[src/rtl/system_bus_arbiter.sv]
// rtl/system_bus_arbiter.sv - two-master, single-slave bus arbiter with waitrequest timeout
// Define BUS_ARB_ROUND_ROBIN_EN for round-robin tie-breaking; otherwise master 0 wins every tie.
module system_bus_arbiter #(
  parameter int unsigned TIMEOUT_CYCLES = 255
) (
  input  logic        clk,
  input  logic        resetn,

  input  logic        m0_valid,
  output logic        m0_ready,
  input  logic [31:0] m0_addr,
  input  logic [31:0] m0_wdata,
  input  logic [3:0]  m0_wstrb,
  output logic [31:0] m0_rdata,

  input  logic        m1_valid,
  output logic        m1_ready,
  input  logic [31:0] m1_addr,
  input  logic [31:0] m1_wdata,
  input  logic [3:0]  m1_wstrb,
  output logic [31:0] m1_rdata,

  output logic [31:0] address,
  output logic [31:0] writeData,
  output logic [3:0]  byteenable,
  output logic        read,
  output logic        write,
  input  logic [31:0] readData,
  input  logic        waitrequest,
  output logic        err_timeout
);

  // Counter is wide enough to reach TIMEOUT_CYCLES and never narrower than one bit.
  localparam int unsigned     CntW       = $clog2(TIMEOUT_CYCLES + 2);
  localparam logic [CntW-1:0] TimeoutVal = CntW'(TIMEOUT_CYCLES);
  localparam bit              TimeoutEn  = (TIMEOUT_CYCLES != 0);

  typedef enum logic [1:0] {
    IDLE = 2'd0,
    BUS  = 2'd1,
    RESP = 2'd2
  } stateT;

  stateT state;
  stateT stateNext;

  logic [31:0]     addrQ;
  logic [31:0]     wdataQ;
  logic [3:0]      wstrbQ;
  logic            grantQ;
  logic [CntW-1:0] waitCnt;
  logic [CntW-1:0] waitCntInc;
  logic [31:0]     rdata0Q;
  logic [31:0]     rdata1Q;
  logic            errQ;

  logic anyValid;
  logic winner;
  logic isRead;
  logic hitTimeout;

  assign anyValid   = m0_valid | m1_valid;
  assign isRead     = (wstrbQ == 4'h0);
  assign waitCntInc = waitCnt + CntW'(1);
  // A low waitrequest always wins over the abort, so the limit only matters while stalled.
  assign hitTimeout = TimeoutEn && waitrequest && (waitCntInc == TimeoutVal);

`ifdef BUS_ARB_ROUND_ROBIN_EN
  logic lastGrant;

  assign winner = (m0_valid && m1_valid) ? ~lastGrant : m1_valid;

  always_ff @(posedge clk) begin
    if (!resetn) begin
      lastGrant <= 1'b1;
    end else if (state == RESP) begin
      lastGrant <= grantQ;
    end
  end
`else
  assign winner = m1_valid & ~m0_valid;
`endif

  always_ff @(posedge clk) begin
    if (!resetn) begin
      state <= IDLE;
    end else begin
      state <= stateNext;
    end
  end

  always_comb begin
    stateNext = state;
    read      = 1'b0;
    write     = 1'b0;
    case (state)
      IDLE: begin
        if (anyValid) begin
          stateNext = BUS;
        end
      end
      BUS: begin
        read  = isRead;
        write = ~isRead;
        if (!waitrequest || hitTimeout) begin
          stateNext = RESP;
        end
      end
      RESP: begin
        stateNext = IDLE;
      end
      default: begin
        stateNext = IDLE;
      end
    endcase
  end

  always_ff @(posedge clk) begin
    if (!resetn) begin
      addrQ   <= '0;
      wdataQ  <= '0;
      wstrbQ  <= '0;
      grantQ  <= 1'b0;
      waitCnt <= '0;
      rdata0Q <= '0;
      rdata1Q <= '0;
      errQ    <= 1'b0;
    end else begin
      case (state)
        IDLE: begin
          if (anyValid) begin
            grantQ  <= winner;
            addrQ   <= winner ? m1_addr  : m0_addr;
            wdataQ  <= winner ? m1_wdata : m0_wdata;
            wstrbQ  <= winner ? m1_wstrb : m0_wstrb;
            waitCnt <= '0;
          end
        end
        BUS: begin
          if (!waitrequest) begin
            // Writes keep the previous read data visible to the master.
            if (isRead) begin
              if (grantQ) begin
                rdata1Q <= readData;
              end else begin
                rdata0Q <= readData;
              end
            end
          end else if (hitTimeout) begin
            if (grantQ) begin
              rdata1Q <= 32'hFFFF_FFFF;
            end else begin
              rdata0Q <= 32'hFFFF_FFFF;
            end
            errQ <= 1'b1;
          end else begin
            waitCnt <= waitCntInc;
          end
        end
        default: begin
        end
      endcase
    end
  end

  assign m0_ready    = (state == RESP) && !grantQ;
  assign m1_ready    = (state == RESP) &&  grantQ;
  assign m0_rdata    = rdata0Q;
  assign m1_rdata    = rdata1Q;
  assign address     = addrQ;
  assign writeData   = wdataQ;
  assign byteenable  = wstrbQ;
  assign err_timeout = errQ;

endmodule

[config.mk]
export PLATFORM = sky130hd
export DESIGN_NAME = system_bus_arbiter
export DESIGN_NICKNAME = d
export VERILOG_FILES = /design/src/rtl/system_bus_arbiter.sv
export SDC_FILE = /design/constraint.sdc
export NUM_CORES = 1
export LEC_CHECK = 0
export BUFFER_PORTS_ARGS = -buffer_cell sky130_fd_sc_hd__buf_2
export CAP_MARGIN = 20
export CORE_MARGIN = 3
export CORE_UTILIZATION = 46
export DETAILED_ROUTE_END_ITERATION = 8
export PLACE_DENSITY = 0.81
export SLEW_MARGIN = 15
export SYNTH_ARGS = -nofsm -noshare
export SYNTH_HDL_FRONTEND = slang
export SYNTH_SLANG_ARGS = --single-unit
[constraint.sdc]
create_clock -name clk -period 3 [get_ports clk]
set_input_delay 0.15 -clock clk [delete_from_list [all_inputs] [get_ports clk]]
set_output_delay 0.15 -clock clk [all_outputs]
set_load 0.02 [all_outputs]
# Word-level counts from Yosys, hierarchy flattened
# Cells that the tools add are included.
[classes]
addsub = 1
eq_ne = 8
mux = 22
bitwise_logic = 5
n_reduce_logical = 16
[ops]
columns = ["op", "count"]
rows = [
  ["$mux W32", 12],
  ["$mux W9", 3],
  ["$pmux W9 S2", 1],
  ["$reduce_and A4 Y1", 3],
  ["$add A9 B1 Y9 const B", 1],
  ["$eq A9 B8 Y1 const B", 1],
  ["$ne A2 B2 Y1 const B", 4],
  ["$logic_not A4 Y1", 1],
  ["$mux W2", 2],
  ["$mux W4", 1],
  ["$pmux W2 S2", 1],
  ["$reduce_and A2 Y1", 2],
  ["$reduce_bool A2 Y1", 2],
  ["$logic_and A1 B1 Y1", 3],
  ["$not A1 Y1", 3],
  ["$reduce_and A3 Y1", 1],
  ["$eq A2 B1 Y1 const B", 1],
  ["$eq A2 B2 Y1 const B", 1],
  ["$logic_not A1 Y1", 2],
  ["$logic_not A2 Y1", 1],
  ["$mux W1", 2],
  ["$ne A2 B1 Y1 const B", 1],
  ["$and A1 B1 Y1", 1],
  ["$logic_or A1 B1 Y1", 1],
  ["$or A1 B1 Y1", 1],
]
[word_totals]
ff_bits = 145
in_bits = 173
out_inout_bits = 137
word_cells = 61

# Depth between registers and ports, before layout
# Gate-level depths: netlist (run 1).
[depth]
depth_word = 6
mapped_depth = 9
mapped_depth_nobuf = 7

# Worst setup path before layout (run 1)
# No wires, ideal clock.
[synth_timing]
path_kind = "register -> register"
from = "reg waitCnt[1]"
to = "reg rdata0Q[25], in the netlist m0_rdata[25]"
setup_time_ps = 70
arrival_ps = 2055
required_time_ps = 2930
slack_ps = 875
stages_incl_launch_ff = 9
n_path_buf = 2
period_less_slack_ps = 2125
cell_sequence = "dfxtp_1 -> ha_1 -> nand3_1 -> nor4_4 -> o32ai_2 -> or4_1 -> buf_4 -> buf_6 -> a21oi_1"
[synth_between]
elab_chain_cells = 5
[synth_lines]
columns = ["element", "line_no", "source"]
rows = [
  ["from (decl)", "51", "logic [CntW-1:0] waitCnt;"],
  ["from (signal assigned)", "157", "waitCnt <= waitCntInc;"],
  ["$add A9 B1 Y9", "64", "assign waitCntInc = waitCnt + CntW'(1);"],
  ["$eq A9 B8 Y1", "66", "assign hitTimeout = TimeoutEn && waitrequest && (waitCntInc == TimeoutVal);"],
  ["$logic_and A1 B1 Y1", "66", ""],
  ["$ne A2 B1 Y1 (no line)", "n/a", ""],
  ["$reduce_and A4 Y1 (no line)", "n/a", ""],
  ["to (signal assigned)", "146", "rdata0Q <= readData;"],
  ["to (decl)", "53", "logic [31:0] rdata0Q;"],
]
# No other way between the ends.
# A chain may end at the register's enable or synchronous reset.

# Final worst setup path (run 1)
[layout_timing]
from = "reg waitCnt[1]"
to = "reg rdata0Q[0], in the netlist m0_rdata[0]"
# Same word-level chain as after synthesis.

==> reports/summary.log, run 1 <==
qor: critical_path.critPathMaxFanout 23
qor: sta.hold-worst-slack 25.1 ps
qor: sta.relSlewSlack 0.498
qor: sta.hold_viol_final 0
qor: critical_path.worst-path-buf-inv 1
qor: detailed_routing.via_count 6112
qor: synthesis.synth_edf_count 0
qor: die.fp-row-count 42
qor: synthesis.synth-main-ff-cell sky130_fd_sc_hd__dfxtp_1
qor: status.outcome finished clean
qor: critical_path.cp_slowest_stage_delay 650 ps
qor: critical_path.timing.critical_path.required 3340 ps
qor: critical_path.cell_breakdown_of_the_critical_path ha_1 -> nand3_1 -> nor4_4 -> o32ai_2 -> or4_1 -> buf_4 -> a21oi_1
qor: sta.setup_total_negative_slack 0 ps
qor: pwr.ir_worst_vdd 0.000393 V
qor: sta.finalClockSkew 7.53 ps
qor: sta.setup_viol 0
qor: critical_path.reg2reg_to m0_rdata[0]
qor: sta.unrepaired_setup_endpoints_after_global_routing false
qor: layout.postLayoutCoreUtil 0.642
qor: critical_path.reg2regPathDepth 7
qor: detailed_routing.count_of_routing_violations_after_the_opening_detailed_route_iteration 385
qor: clocking.cts.clk_slew.worst_paths 60 ps
qor: flow_run.max_cap_viol_count 0
qor: critical_path.worst_r2r_startpoint waitCnt[1]
qor: place.dpl-instance-area 7900 um^2
qor: sta.report.final.slew_viol_count 0
qor: pwr.power.internal 3.76 mW
qor: sta.transition_time_at_the_pin_with_the_least_slew_margin 753 ps
qor: hold_path.timing.hold.worst.start readData[10]
qor: sta.post-route-period-util 0.899
qor: die.floorplan.die_area 15100 um^2
qor: synthesis.synth_nets 846
qor: grt.grt_util_all_layers 0.247
qor: critical_path.critical_path.endpoint_type flop
qor: place.port_buffers 309
qor: layout.fillers 1135
qor: grt.grt.overflow.total 0
qor: layout.layout.cells.non_filler 1138
qor: pwr.overall_power 5.20 mW
qor: layout.synthToLayoutAreaGrowth 35.9%
qor: layout.commonest_non_fill_non_tap_cell_in_the_layout sky130_fd_sc_hd__buf_2
qor: grt.via_count_of_the_first_global_routing_pass 5826
qor: critical_path.timing.critical_path.max_delay_family simple AND/OR/NAND/NOR gates
qor: sta.timing.final.crit_period 2700 ps
qor: pwr.seq_power_share 0.411
qor: clocking.cts_num_sinks 145
qor: synthesis.synth-seq-cells 145
qor: pwr.total_switching_power 1.44 mW
qor: detailed_routing.drtAntennaViolNets 0
qor: critical_path.worstSetupStartpointType flop
qor: clocking.post_cts_buffers 0
qor: detailed_routing.detail_route.first_pass.iterations 4
qor: sta.final_critical_path_setup_slack 302 ps
qor: grt.grt_max_degree 138
qor: pwr.power_share_of_the_clock_group 0.417
qor: sta.max_clock_freq 371 MHz
qor: pwr.p_leak 3.97 nW
qor: die.die_width 123 um
qor: critical_path.reg2reg_slack 300 ps
qor: synthesis.synth_cell_types 51
qor: pwr.power_frac_comb 0.171
qor: synthesis.mean_post_synth_cell_area 9.36 um^2
qor: pwr.powerDensity 610 nW/um^2
qor: clocking.insertion_delay 420 ps
qor: synthesis.synth_top_area_share 0.462
qor: synthesis.netlist_top_cells_area sky130_fd_sc_hd__dfxtp_1, sky130_fd_sc_hd__mux2i_1, sky130_fd_sc_hd__a211oi_1
qor: hold_path.worstHoldPathCells 3
qor: critical_path.cp_arrival 3040 ps
qor: place.gpl.final_weighted_congestion 0.891
qor: clocking.cts-root-buf sky130_fd_sc_hd__clkbuf_16
qor: synthesis.synth_cell_area 6280 um^2
qor: synthesis.yosys_warnings 0
qor: pwr.netSwitchingFraction 0.276
qor: place.place_ws 319 ps
qor: hold_path.hold_critical_path_endpoint m0_rdata[10]
qor: detailed_routing.routed_wl 19300 um
qor: clocking.cts_buffer_depth 2
qor: layout.design.final.nets 1123
qor: die.fp.dieH 123 um
qor: synthesis.async_flop_share 0
qor: place.dp_hpwl 13700 um
qor: critical_path.criticalPathCategory flop to flop
qor: detailed_routing.routed_via_density 5.37
qor: detailed_routing.route.detailed.drc 0
qor: die.coreArea 13300 um^2
qor: grt.grt_antenna_before_repair 3
qor: clocking.htree_levels 4
qor: clocking.tritoncts built
qor: die.start_util 0.472
qor: layout.final_layout_size_suffix_gt1_frac 0.381
qor: synthesis.synth_cells 671
qor: hold_path.min_path_type input pin to flop
qor: synthesis.register_area_share_after_synthesis 0.462
qor: detailed_routing.wire_per_inst 16.9 um
qor: die.io_pins 310
qor: layout.most-common-layout-cells sky130_fd_sc_hd__buf_2, sky130_fd_sc_hd__dfxtp_1, sky130_fd_sc_hd__nor2_1
qor: synthesis.synthDominantAreaCellType sky130_fd_sc_hd__dfxtp_1
qor: critical_path.crit_path_top_delay_cell sky130_fd_sc_hd__or4_1
qor: clocking.clock_buffer_count_from_cts 17
qor: place.dp.cells 1104
qor: layout.finish.instance_area 8530 um^2
qor: grt.first_pass_grt_wire_length 29200 um
## worst max path at each step
| stage | endpoint | start | slack [ps] | depth (start not counted) |
|---|---|---|---|---|
| 2_1_floorplan | m0_rdata[25] | waitCnt[1] | 880 | 8 |
| 3_3_place_gp | m0_rdata[14] | waitCnt[1] | 450 | 7 |
| 3_5_place_dp | m0_rdata[14] | waitCnt[1] | 320 | 7 |
| 4_1_cts | m0_rdata[14] | waitCnt[1] | 300 | 7 |
| 5_1_grt | m0_rdata[27] | waitCnt[1] | 110 | 7 |
| 6_report | m0_rdata[0] | waitCnt[1] | 300 | 7 |
## layout make-up
type,count,area (um^2),area share
clock inverters,12,156,0.0183
clock buffers,20,457,0.0535
diodes,1,2.50,0.000293
multi-input cells,458,3110,0.364
inverters,5,18.8,0.00220
well taps,176,220,0.0258
repair buffers,321,1660,0.195
flip-flops and latches,145,2900,0.340
## Yosys cell counts (all sizes together) (3+ instances only)
master / count
dfxtp: 145
nor2: 109
a211oi: 70
mux2i: 69
clkbuf: 42
a21oi: 39
o21ai: 36
nand2b: 33
o311a: 31
buf: 21
nand2: 9
and2: 6
nand3: 6
inv: 5
nand4b: 4
o211ai: 4
a311oi: 3
o22ai: 3
o32ai: 3
or4: 3
## registers in the layout (all words and copies together) (netlist names)
signal	flops
address	32
m0_rdata	32
m1_rdata	32
writeData	32
waitCnt	9
byteenable	4
state	2
err_timeout	1
grantQ	1
## power groups by stage
stage	Sequential (mW)	Clock (mW)	Combinational [mW]
3_3_place_gp	2.17	0	0.875
2_1_floorplan	2.34	0	0.374
6_report	2.14	2.17	0.891
4_1_cts	2.14	2.21	0.895
3_5_place_dp	2.18	0	0.891
5_1_grt	2.16	2.29	0.977
## tightest hold or removal path: cells and delay by family
family          cells  cell delay [ps]
compound gates      2              170
buf+inv             1               80
## timing repair
action / in CTS / in global routing
resized for setup: 0 / 0
endpoints found under the hold margin: 1 / 0
setup endpoints to repair: 0 / 0
hold buffers: 1 / 0
## layer usage
layer	global-route usage	vias to the layer above	routed length, um
li1	-	3025	-
met1	0.276	2794	7290
met2	0.421	245	9550
met3	0.105	42	1930
met4	0.0840	6	476
met5	0	-	36
## logic make-up after synthesis
| logic type | after synthesis | synth area share |
|---|---|---|
| AOI/OAI and AO/OA | 201 | 0.228 |
| and+or+nand+nor | 186 | 0.148 |
| DFF | 145 | 0.462 |
| muxes | 69 | 0.110 |
| buffers and inverters | 68 | 0.0472 |
| adders and majority gates | 2 | 0.00399 |
Power figures use the tool's default switching activity.
==> run 2, diff against run 1 <==
Settings changed: CORE_UTILIZATION 46 to 43, PLACE_DENSITY 0.81 to 0.77.
==> reports/summary.log, run 2 (synthesis gave the netlist of run 1 again) <==
qor: clocking.insertion_delay 420 ps [about the same]
qor: critical_path.worstSetupStartpointType flop
qor: die.fp-row-count 43 [+2.4%]
qor: layout.commonest_non_fill_non_tap_cell_in_the_layout sky130_fd_sc_hd__buf_2
qor: detailed_routing.routed_wl 19200 um [-0.38%]
qor: grt.grt_util_all_layers 0.229 [-0.0175]
qor: clocking.cts_buffer_depth 2 [unchanged]
qor: sta.max_clock_freq 395 MHz [+6.7%]
qor: sta.transition_time_at_the_pin_with_the_least_slew_margin 812 ps [+59.6 ps]
qor: detailed_routing.wire_per_inst 16.8 um [-1.1%]
qor: clocking.cts-root-buf sky130_fd_sc_hd__clkbuf_16
qor: layout.n_antenna_cell 0 [-1]
qor: layout.fillers 1248 [+10%]
qor: clocking.cts.clk_slew.worst_paths 70 ps [about the same]
qor: clocking.post_cts_buffers 0 [unchanged]
qor: layout.synthToLayoutAreaGrowth 36.6%
qor: clocking.cts_hold_buf 1 [unchanged]
qor: critical_path.timing.critical_path.required 3330 ps [about the same]
qor: grt.via_count_of_the_first_global_routing_pass 5724 [-1.8%]
qor: sta.finalClockSkew 12.4 ps [+4.88 ps]
qor: flow_run.max_cap_viol_count 0 [unchanged]
qor: sta.relSlewSlack 0.457 [-0.0401]
qor: pwr.total_switching_power 1.52 mW [+5.7%]
qor: pwr.power_share_of_the_clock_group 0.425 [+0.008]
qor: clocking.cts_repair_resize_count 0 [unchanged]
qor: sta.hold_viol_final 0 [unchanged]
qor: sta.unrepaired_setup_endpoints_after_global_routing false
qor: pwr.p_leak 4.01 nW [+0.87%]
qor: die.die_width 127 um [+3.3%]
qor: critical_path.critical_path.endpoint_type flop
qor: pwr.power_frac_comb 0.169 [-0.002]
qor: hold_path.min_path_type input pin to flop
qor: layout.multi_input_area 3110 um^2 [unchanged]
qor: critical_path.cp_arrival 2860 ps [-180 ps]
qor: sta.setup_total_negative_slack 0 ps [unchanged]
qor: pwr.power.internal 3.75 mW [-0.40%]
qor: pwr.powerDensity 614 nW/um^2 [+0.73%]
qor: place.dp_hpwl 13800 um [+0.58%]
qor: place.gpl.final_weighted_congestion 0.923 [+3.6%]
qor: detailed_routing.routed_via_density 5.35 [-0.41%]
qor: sta.post-route-period-util 0.843 [-0.0564]
qor: layout.design.final.nets 1128 [+0.45%]
qor: detailed_routing.count_of_routing_violations_after_the_opening_detailed_route_iteration 273 [-29%]
qor: critical_path.critPathMaxFanout 32 [+39%]
qor: clocking.cts_num_sinks 145 [unchanged]
qor: layout.seq_area 2900 um^2 [unchanged]
qor: sta.report.final.slew_viol_count 0 [unchanged]
qor: die.io_pins 310 [unchanged]
qor: layout.most-common-layout-cells sky130_fd_sc_hd__buf_2, sky130_fd_sc_hd__dfxtp_1, sky130_fd_sc_hd__nor2_1
qor: grt.first_pass_grt_wire_length 29600 um [+1.4%]
qor: die.start_util 0.445 [-0.0268]
qor: detailed_routing.drtAntennaViolNets 0 [unchanged]
qor: die.fp.dieH 127 um [+3.3%]
qor: detailed_routing.via_count 6130 [+0.29%]
qor: critical_path.reg2reg_slack 470 ps [+170 ps]
qor: clocking.clock_buffer_count_from_cts 17 [unchanged]
qor: die.floorplan.die_area 16100 um^2 [+6.6%]
qor: grt.grt.overflow.total 0 [unchanged]
qor: critical_path.criticalPathCategory flop to flop
qor: critical_path.reg2regPathDepth 7 [unchanged]
qor: detailed_routing.detail_route.first_pass.iterations 4 [unchanged]
qor: status.outcome finished clean
qor: pwr.netSwitchingFraction 0.288 [+0.0121]
qor: pwr.ir_worst_vdd 0.000478 V [+22%]
qor: detailed_routing.route.detailed.drc 0 [unchanged]
qor: clocking.tritoncts built
qor: place.port_buffers 309 [unchanged]
qor: die.coreArea 14100 um^2 [+6.0%]
qor: layout.final_layout_size_suffix_gt1_frac 0.385 [+0.00424]
qor: pwr.overall_power 5.27 mW [+1.3%]
qor: clocking.htree_levels 4 [unchanged]
qor: grt.grt_antenna_before_repair 3 [unchanged]
qor: hold_path.worstHoldPathCells 3 [unchanged]
qor: sta.timing.final.crit_period 2530 ps [-169 ps]
qor: pwr.seq_power_share 0.406 [-0.005]
qor: sta.setup_viol 0 [unchanged]
qor: grt.grt_max_degree 105 [-24%]
==> run 2: critical path, cell delays in order (launching register included) <==
cell,delay (ps)
sky130_fd_sc_hd__dfxtp_1,450
sky130_fd_sc_hd__ha_1,320
sky130_fd_sc_hd__nand3_1,220
sky130_fd_sc_hd__nor4_4,310
sky130_fd_sc_hd__o32ai_2,180
sky130_fd_sc_hd__or4_1,440
sky130_fd_sc_hd__buf_4,260
sky130_fd_sc_hd__a221oi_2,260
==> run 2: metrics by stage <==
step                 util  instance area, um^2  hold slack [ps]  std cells  setup slack, ps
floorplan               -                 6280              247        671              875
global placement    0.564                 7950              412       1113              592
detailed placement  0.564                 7950              421       1113              530
CTS                 0.608                 8580             6.04       1146              516
global route        0.608                 8580             16.1       1146              287
finish              0.608                 8580             23.5       1146              471
==> run 2: metal layers <==
metal,track usage,wire (um),share of wire,up-vias
met2,0.396,9520,0.50,243
li1,-,-,-,3041
met4,0.0637,293,0.015,6
met1,0.262,7570,0.39,2813
met5,0,34,0.0018,-
met3,0.0947,1790,0.093,27
==> run 2: worst paths after layout <==
kind | start | to
min reg2reg | m1_rdata[30] | m1_rdata[30]
min | readData[22] | m0_rdata[22]
max | waitCnt[1] | m0_rdata[30]
max reg2reg | waitCnt[1] | m0_rdata[30]
==> run 2: power by group through the flow <==
| stage | clock (mW) | combinational (mW) | sequential [mW] |
|---|---|---|---|
| final | 2.24 | 0.891 | 2.14 |
| after detailed placement | 0 | 0.891 | 2.18 |
| after global routing | 2.34 | 0.973 | 2.16 |
| after CTS | 2.27 | 0.895 | 2.14 |
| after floorplan | 0 | 0.374 | 2.34 |
| after global placement | 0 | 0.879 | 2.17 |
==> run 2: layout make-up <==
type,count,area share
timing repair buffer,326,0.198
inverter,5,0.00219
multi-input combinational,458,0.362
clock buffer,17,0.0496
tap,180,0.0263
sequential,145,0.338
clock inverter,15,0.0228
